==> src/rtl/dmem_arbiter.sv <==
// dmem_arbiter
// Shares the single-port data memory between the CPU load/store path and a
// host (loader/debug) port. At most one access is granted per cycle. The CPU
// wins by default; a streak counter forces a single host turn after MAX_BURST
// consecutive CPU grants while the host is waiting.
//
// Ports:
//   clk, reset                       clock, async active-low reset
//   cpu_req/we/addr/wdata            CPU request (held until cpu_gnt)
//   cpu_gnt, cpu_stall               grant (comb), stall = req & ~gnt
//   cpu_rvalid, cpu_rdata            read return, one cycle after grant
//   host_req/we/addr/wdata           host request, same semantics
//   host_gnt, host_rvalid, host_rdata
//   mem_addr/wdata/read/write        to DataMemory
//   mem_rdata                        from DataMemory, valid with mem_read
module dmem_arbiter #(
  parameter int ADDR_W    = 32,
  parameter int DATA_W    = 32,
  parameter int MAX_BURST = 4
) (
  input  logic              clk,
  input  logic              reset,
  input  logic              cpu_req,
  input  logic              cpu_we,
  input  logic [ADDR_W-1:0] cpu_addr,
  input  logic [DATA_W-1:0] cpu_wdata,
  output logic              cpu_gnt,
  output logic              cpu_stall,
  output logic              cpu_rvalid,
  output logic [DATA_W-1:0] cpu_rdata,
  input  logic              host_req,
  input  logic              host_we,
  input  logic [ADDR_W-1:0] host_addr,
  input  logic [DATA_W-1:0] host_wdata,
  output logic              host_gnt,
  output logic              host_rvalid,
  output logic [DATA_W-1:0] host_rdata,
  output logic [ADDR_W-1:0] mem_addr,
  output logic [DATA_W-1:0] mem_wdata,
  output logic              mem_read,
  output logic              mem_write,
  input  logic [DATA_W-1:0] mem_rdata
);

  localparam logic [3:0] MAXB = 4'(MAX_BURST);

  typedef enum logic [1:0] {OWN_IDLE, OWN_CPU, OWN_HOST} owner_t;

  owner_t            owner_q, owner_d;
  logic [3:0]        cnt_q, cnt_d;
  logic              rd_q;            // last granted access was a read
  logic [DATA_W-1:0] cpu_rdata_q, host_rdata_q;

  // Grants are gated by reset so nothing reaches memory while reset is low.
  always_comb begin
    cpu_gnt  = 1'b0;
    host_gnt = 1'b0;
    owner_d  = OWN_IDLE;
    cnt_d    = cnt_q;
    if (reset) begin
      if (host_req && (!cpu_req || cnt_q == MAXB)) host_gnt = 1'b1;
      else if (cpu_req)                            cpu_gnt  = 1'b1;
    end
    if (cpu_gnt)       owner_d = OWN_CPU;
    else if (host_gnt) owner_d = OWN_HOST;
    // A host that stops waiting loses its accumulated claim.
    if (!host_req || host_gnt)           cnt_d = 4'd0;
    else if (cpu_gnt && cnt_q < MAXB)    cnt_d = cnt_q + 4'd1;
  end

  always_ff @(posedge clk or negedge reset) begin
    if (!reset) begin
      owner_q      <= OWN_IDLE;
      cnt_q        <= 4'd0;
      rd_q         <= 1'b0;
      cpu_rdata_q  <= '0;
      host_rdata_q <= '0;
    end else begin
      owner_q <= owner_d;
      cnt_q   <= cnt_d;
      rd_q    <= mem_read;
      if (cpu_gnt  && !cpu_we)  cpu_rdata_q  <= mem_rdata;
      if (host_gnt && !host_we) host_rdata_q <= mem_rdata;
    end
  end

  assign cpu_stall   = cpu_req & ~cpu_gnt;
  assign mem_addr    = host_gnt ? host_addr  : cpu_addr;
  assign mem_wdata   = host_gnt ? host_wdata : cpu_wdata;
  assign mem_write   = (cpu_gnt & cpu_we)  | (host_gnt & host_we);
  assign mem_read    = (cpu_gnt & ~cpu_we) | (host_gnt & ~host_we);
  // The owner register says whose read is returning this cycle.
  assign cpu_rvalid  = rd_q & (owner_q == OWN_CPU);
  assign host_rvalid = rd_q & (owner_q == OWN_HOST);
  assign cpu_rdata   = cpu_rdata_q;
  assign host_rdata  = host_rdata_q;

endmodule

==> config.mk <==
export PLATFORM = sky130hd
export DESIGN_NAME = dmem_arbiter
export DESIGN_NICKNAME = d
export VERILOG_FILES = /design/src/rtl/dmem_arbiter.sv
export SDC_FILE = /design/constraint.sdc
export NUM_CORES = 1
export LEC_CHECK = 0
export ABC_CLOCK_PERIOD_IN_PS = 3200
export CAP_MARGIN = 15
export CORE_AREA = 2 2 117 119
export CTS_CLUSTER_SIZE = 20
export DETAILED_ROUTE_END_ITERATION = 10
export DIE_AREA = 0 0 119 121
export PLACE_DENSITY = 0.7
export SYNTH_ARGS = -nofsm -noshare
export SYNTH_HDL_FRONTEND = slang
export SYNTH_SLANG_ARGS = --single-unit
==> constraint.sdc <==
create_clock -name clk -period 3.2 [get_ports clk]
set_input_delay 0.96 -clock clk [delete_from_list [all_inputs] [get_ports clk]]
set_output_delay 0.96 -clock clk [all_outputs]
set_load 0.01 [all_outputs]
# == Word level (Yosys, flattened, before mapping) ==
# Index checks and enable logic that the tools add are counted.
# word_totals
register_bits,71
out_inout_bits,135
# op_classes
add_sub_neg,1
magnitude_cmp,1
eq_ne,3
mux,11
bitwise,12
reduce_logical,11
# op_table
operator,n
32-bit two-way mux,2
4-bit two-way mux,2
1-bit AND,7
1-bit two-way mux,5
4-bit by 1-bit adder with 4-bit output (second input constant),1
4-bit by 3-bit == test with 1-bit output (second input constant),1
1-bit logical AND,4
1-bit logical NOT,4
4-bit by 3-bit < comparator with 1-bit output (second input constant),1
2-bit two-way mux,2
1-bit NOT,3
2-bit by 1-bit == test with 1-bit output (second input constant),1
2-bit == test (second input constant),1
1-bit logical OR,2
1-bit OR,2
2-bit nonzero test,1

# == Logic depth before layout (Yosys ltp) ==
# logic_depth
word_depth,8
mapped_depth,7

# == Worst setup path after synthesis ==
# Ideal clock, no wire load.
# synth_timing
kind,input-to-output
startpoint,in reset
endpoint,out mem_addr[11]
arrival_time_ps,1942
required_ps,2240
setup_slack_ps,298
cell_stages,5
path_buffers,2
cell_sequence,nand2_1 -> a21oi_1 -> buf_4 -> buf_6 -> mux2_2
# synth_via
elab_chain_len,2
# synth_rtl
element,line_no,rtl
from (decl),22,"input logic reset,"
1-bit two-way mux,60,if (reset) begin
32-bit two-way mux,88,assign mem_addr = host_gnt ? host_addr : cpu_addr;
to (decl),38,"output logic [ADDR_W-1:0] mem_addr,"
# No other way between the ends.

# == Worst setup path in the final report ==
# layout_timing
startpoint,in host_req
endpoint,out mem_wdata[26]
# layout_via
elab_chain_len,4
# layout_rtl
element,line_no,rtl
from (decl),31,"input logic host_req,"
1-bit logical AND,61,if (host_req && (!cpu_req || cnt_q == MAXB)) host_gnt = 1'b1;
1-bit two-way mux,61,
1-bit two-way mux,60,
32-bit two-way mux,89,assign mem_wdata = host_gnt ? host_wdata : cpu_wdata;
to (decl),39,"output logic [DATA_W-1:0] mem_wdata,"
# No other way between the ends.

==> impl_metrics.env <==
export IMPL_holdBufCountCts=0
export IMPL_syn_to_final_growth_pct=106
export IMPL_synth_largest_area_cell="dfrtp_1"
export IMPL_maxCapViolCount=0
export IMPL_hold_path_class="register to register"
export IMPL_grt_max_degree=74
export IMPL_synth_edf_count=0
export IMPL_remaining_drc_errors=0
export IMPL_final_layout_size_suffix_gt1_frac=0.415
export IMPL_max_freq_ghz=0.313
export IMPL_worstSetupStartpoint="host_req"
export IMPL_ys_ff_latch=71
export IMPL_core_region_area_um2=13100
export IMPL_slew_viol_final=0
export IMPL_synth_top_flop_cell="dfrtp_1"
export IMPL_antenna_found_initial=4
export IMPL_status="finished clean"
export IMPL_hold_path_depth=1
export IMPL_hold_viol=0
export IMPL_drt_pass1_iterations=4
export IMPL_dp_hpwl_um=12500
export IMPL_skew_ns=0.00393
export IMPL_rr_worst_depth=7
export IMPL_r2r_start="cnt_q[0]$_DFFE_PN0P_"
export IMPL_fin_util=0.562
export IMPL_grt_pass1_vias=3627
export IMPL_cts_buffers_inserted=9
export IMPL_yosysMostFrequentCell="mux2_2"
export IMPL_p_total_mw=3.40
export IMPL_rsz0062_at_grt="true"
export IMPL_vias=3349
export IMPL_max_stage_delay_ns=0.36
export IMPL_worst_path_max_fanout=17
export IMPL_synth_cell_types=25
export IMPL_rr_endpoint="host_rdata[30]$_DFFE_PN0P_"
export IMPL_clk_path_buf_depth=2
export IMPL_nNetsFinal=734
export IMPL_initial_utilization=0.273
export IMPL_crit_arrival_ns=2.23
export IMPL_die_w_um=119
export IMPL_yosys_top_cells_area="dfrtp_1 (50%), mux2_2 (38%), buf_6 (3.1%), mux2_1 (1.9%), a211oi_4 (1.1%)"
export IMPL_clkTransAtPathRegs_ns=0.05
export IMPL_first_iter_violations=109
export IMPL_syn_instance_count=242
export IMPL_crit_family="buffers and inverters"
export IMPL_slew_headroom=0.393
export IMPL_routed_wl_um=16100
export IMPL_synth_nets=410
export IMPL_syn_area_um2=3580
export IMPL_end_kind="primary output"
export IMPL_synth_common_cells="mux2_2 (122), dfrtp_1 (71), buf_6 (10)"
export IMPL_insertion_delay_ns=0.32
export IMPL_grt_overflow_total=0
export IMPL_async_flop_share=1.00
export IMPL_yosysTopAreaCellShare=0.497
export IMPL_synth_avg_cell_area_um2=14.8
export IMPL_die_area_um2=14400
export IMPL_rows=42
export IMPL_gp_congestion=0.896
export IMPL_startpoint_type="primary input"
export IMPL_critPathKind="primary input to primary output"
export IMPL_hold_path_end="host_rdata[13]$_DFFE_PN0P_"
export IMPL_cp_slowest_cell="mux2_2"
export IMPL_ir_drop_mv=0.456
export IMPL_antenna_left=0
export IMPL_tritoncts="built"
export IMPL_reg2reg_setup_slack_ns=1.04
export IMPL_avgViaCountPerCell=4.47
export IMPL_path_cells="clkdlybuf4s15_2, nand2_2, a21oi_4, buf_12, buf_12, mux2_2, clkdlybuf4s15_2"
export IMPL_ctsRootBufferMaster="clkbuf_16"
export IMPL_critical_path_required_ns=2.24
export IMPL_period_minus_slack_ns=3.19
export IMPL_critPathBufInv=4
export IMPL_port_buffers=300
export IMPL_finalSetupViolCount=0
export IMPL_post_route_period_util=0.998
export IMPL_fp_dieH_um=121
export IMPL_worst_pin_slew_ns=0.910
export IMPL_nFillCells=1105
export IMPL_leakagePower_nw=3.11
export IMPL_grt_pass1_wl_um=23200
export IMPL_htreeDepth=3
export IMPL_yosysSeqAreaShare=0.497
export IMPL_p_per_area_nw_per_um2=463
export IMPL_clock_sinks=71
export IMPL_pin_count=301
export IMPL_hold_start="host_rdata[13]$_DFFE_PN0P_"
export IMPL_wire_per_inst_um=21.5
export IMPL_ys_warn_count=0
export IMPL_gr_usage_all_layers=0.218
==> per-layer routing <==
| layer | share of wire | track usage |
|---|---|---|
| met3 | 0.093 | 0.0930 |
| met4 | 0.028 | 0.0759 |
| met1 | 0.36 | 0.236 |
| met5 | 0.00075 | 0 |
| met2 | 0.51 | 0.381 |
==> what timing repair did <==
item	CTS	global route
buffers inserted	5	2
setup endpoints to repair	69	42
gates cloned	5	1
resized for setup	269	43
pin swaps	2	2
==> kinds of logic (layout without fill, tap and decap cells) <==
| group | Yosys count | count (layout) | synth area share |
|---|---|---|---|
| fa+ha+maj | 2 | 2 | 0.00699 |
| buf+inv | 16 | 345 | 0.0395 |
| mux | 129 | 129 | 0.406 |
| flops | 71 | 71 | 0.497 |
| xor+xnor | 1 | 1 | 0.00245 |
| compound gates | 8 | 8 | 0.0217 |
| simple gates | 15 | 15 | 0.0273 |
| other cells | 0 | 3 | 0 |
==> per-stage QoR <==
step	instances	hold slack (ns)	instance area (um^2)	setup slack (ns)	setup TNS [ns]
6_report	750	0.495	7360	0.00652	0
5_1_grt	747	0.515	7350	-0.0237	-0.193
4_1_cts	745	0.496	7290	-0.0799	-0.228
2_1_floorplan	242	0.492	3580	0.298	0
3_3_place_gp	719	0.466	6820	-0.667	-41.30
3_5_place_dp	719	0.479	6820	-0.660	-41.40
==> how the worst max path moves through the flow <==
stage	to	slack [ns]	depth (start not counted)
3_3_place_gp	mem_addr[17]	-0.67	6
6_report	mem_wdata[26]	0.007	7
2_1_floorplan	mem_addr[11]	0.30	5
5_1_grt	mem_wdata[26]	-0.02	7
4_1_cts	mem_addr[8]	-0.08	8
3_5_place_dp	mem_addr[17]	-0.66	6
==> flip-flops by register name, summed over array words and instances (netlist names) <==
signal,flops
cnt_q,4
host_rdata,32
owner_q,2
cpu_rdata,32
rd_q,1
==> cell type report <==
type	instances	area, um^2	share of cell area
Multi-Input combinational cell	155	1780	0.242
Antenna cell	3	7.51	0.00102
Timing Repair Buffer	326	3230	0.439
Inverter	3	11.3	0.00153
Clock buffer	11	253	0.0344
Sequential cell	71	1780	0.242
Tap cell	176	220	0.0299
Clock inverter	5	78.8	0.0107
==> placed cells by master (no fill, tap or decap), drive strengths merged <==
cell,count
a22o,1
clkbuf,24
mux2i,1
mux2,128
buf,74
xnor2,1
or2,1
o22ai,1
inv,4
nor2b,2
nor2,1
clkdlybuf4s15,7
nand3b,1
clkdlybuf4s50,229
and2,2
a21oi,3
nand2,4
dlygate4sd2,3
and3b,2
o21a,1
ha,2
nor3b,1
clkinv,2
bufinv,2
diode,3
and4bb,1
a211oi,2
dfrtp,71
==> where the power goes <==
group / internal (mW) / switching, mW
registers: 1.07 / 0.0907
clock network: 0.724 / 0.368
logic: 0.748 / 0.404
total: 2.54 / 0.862
(Power assumes the default switching activity.)
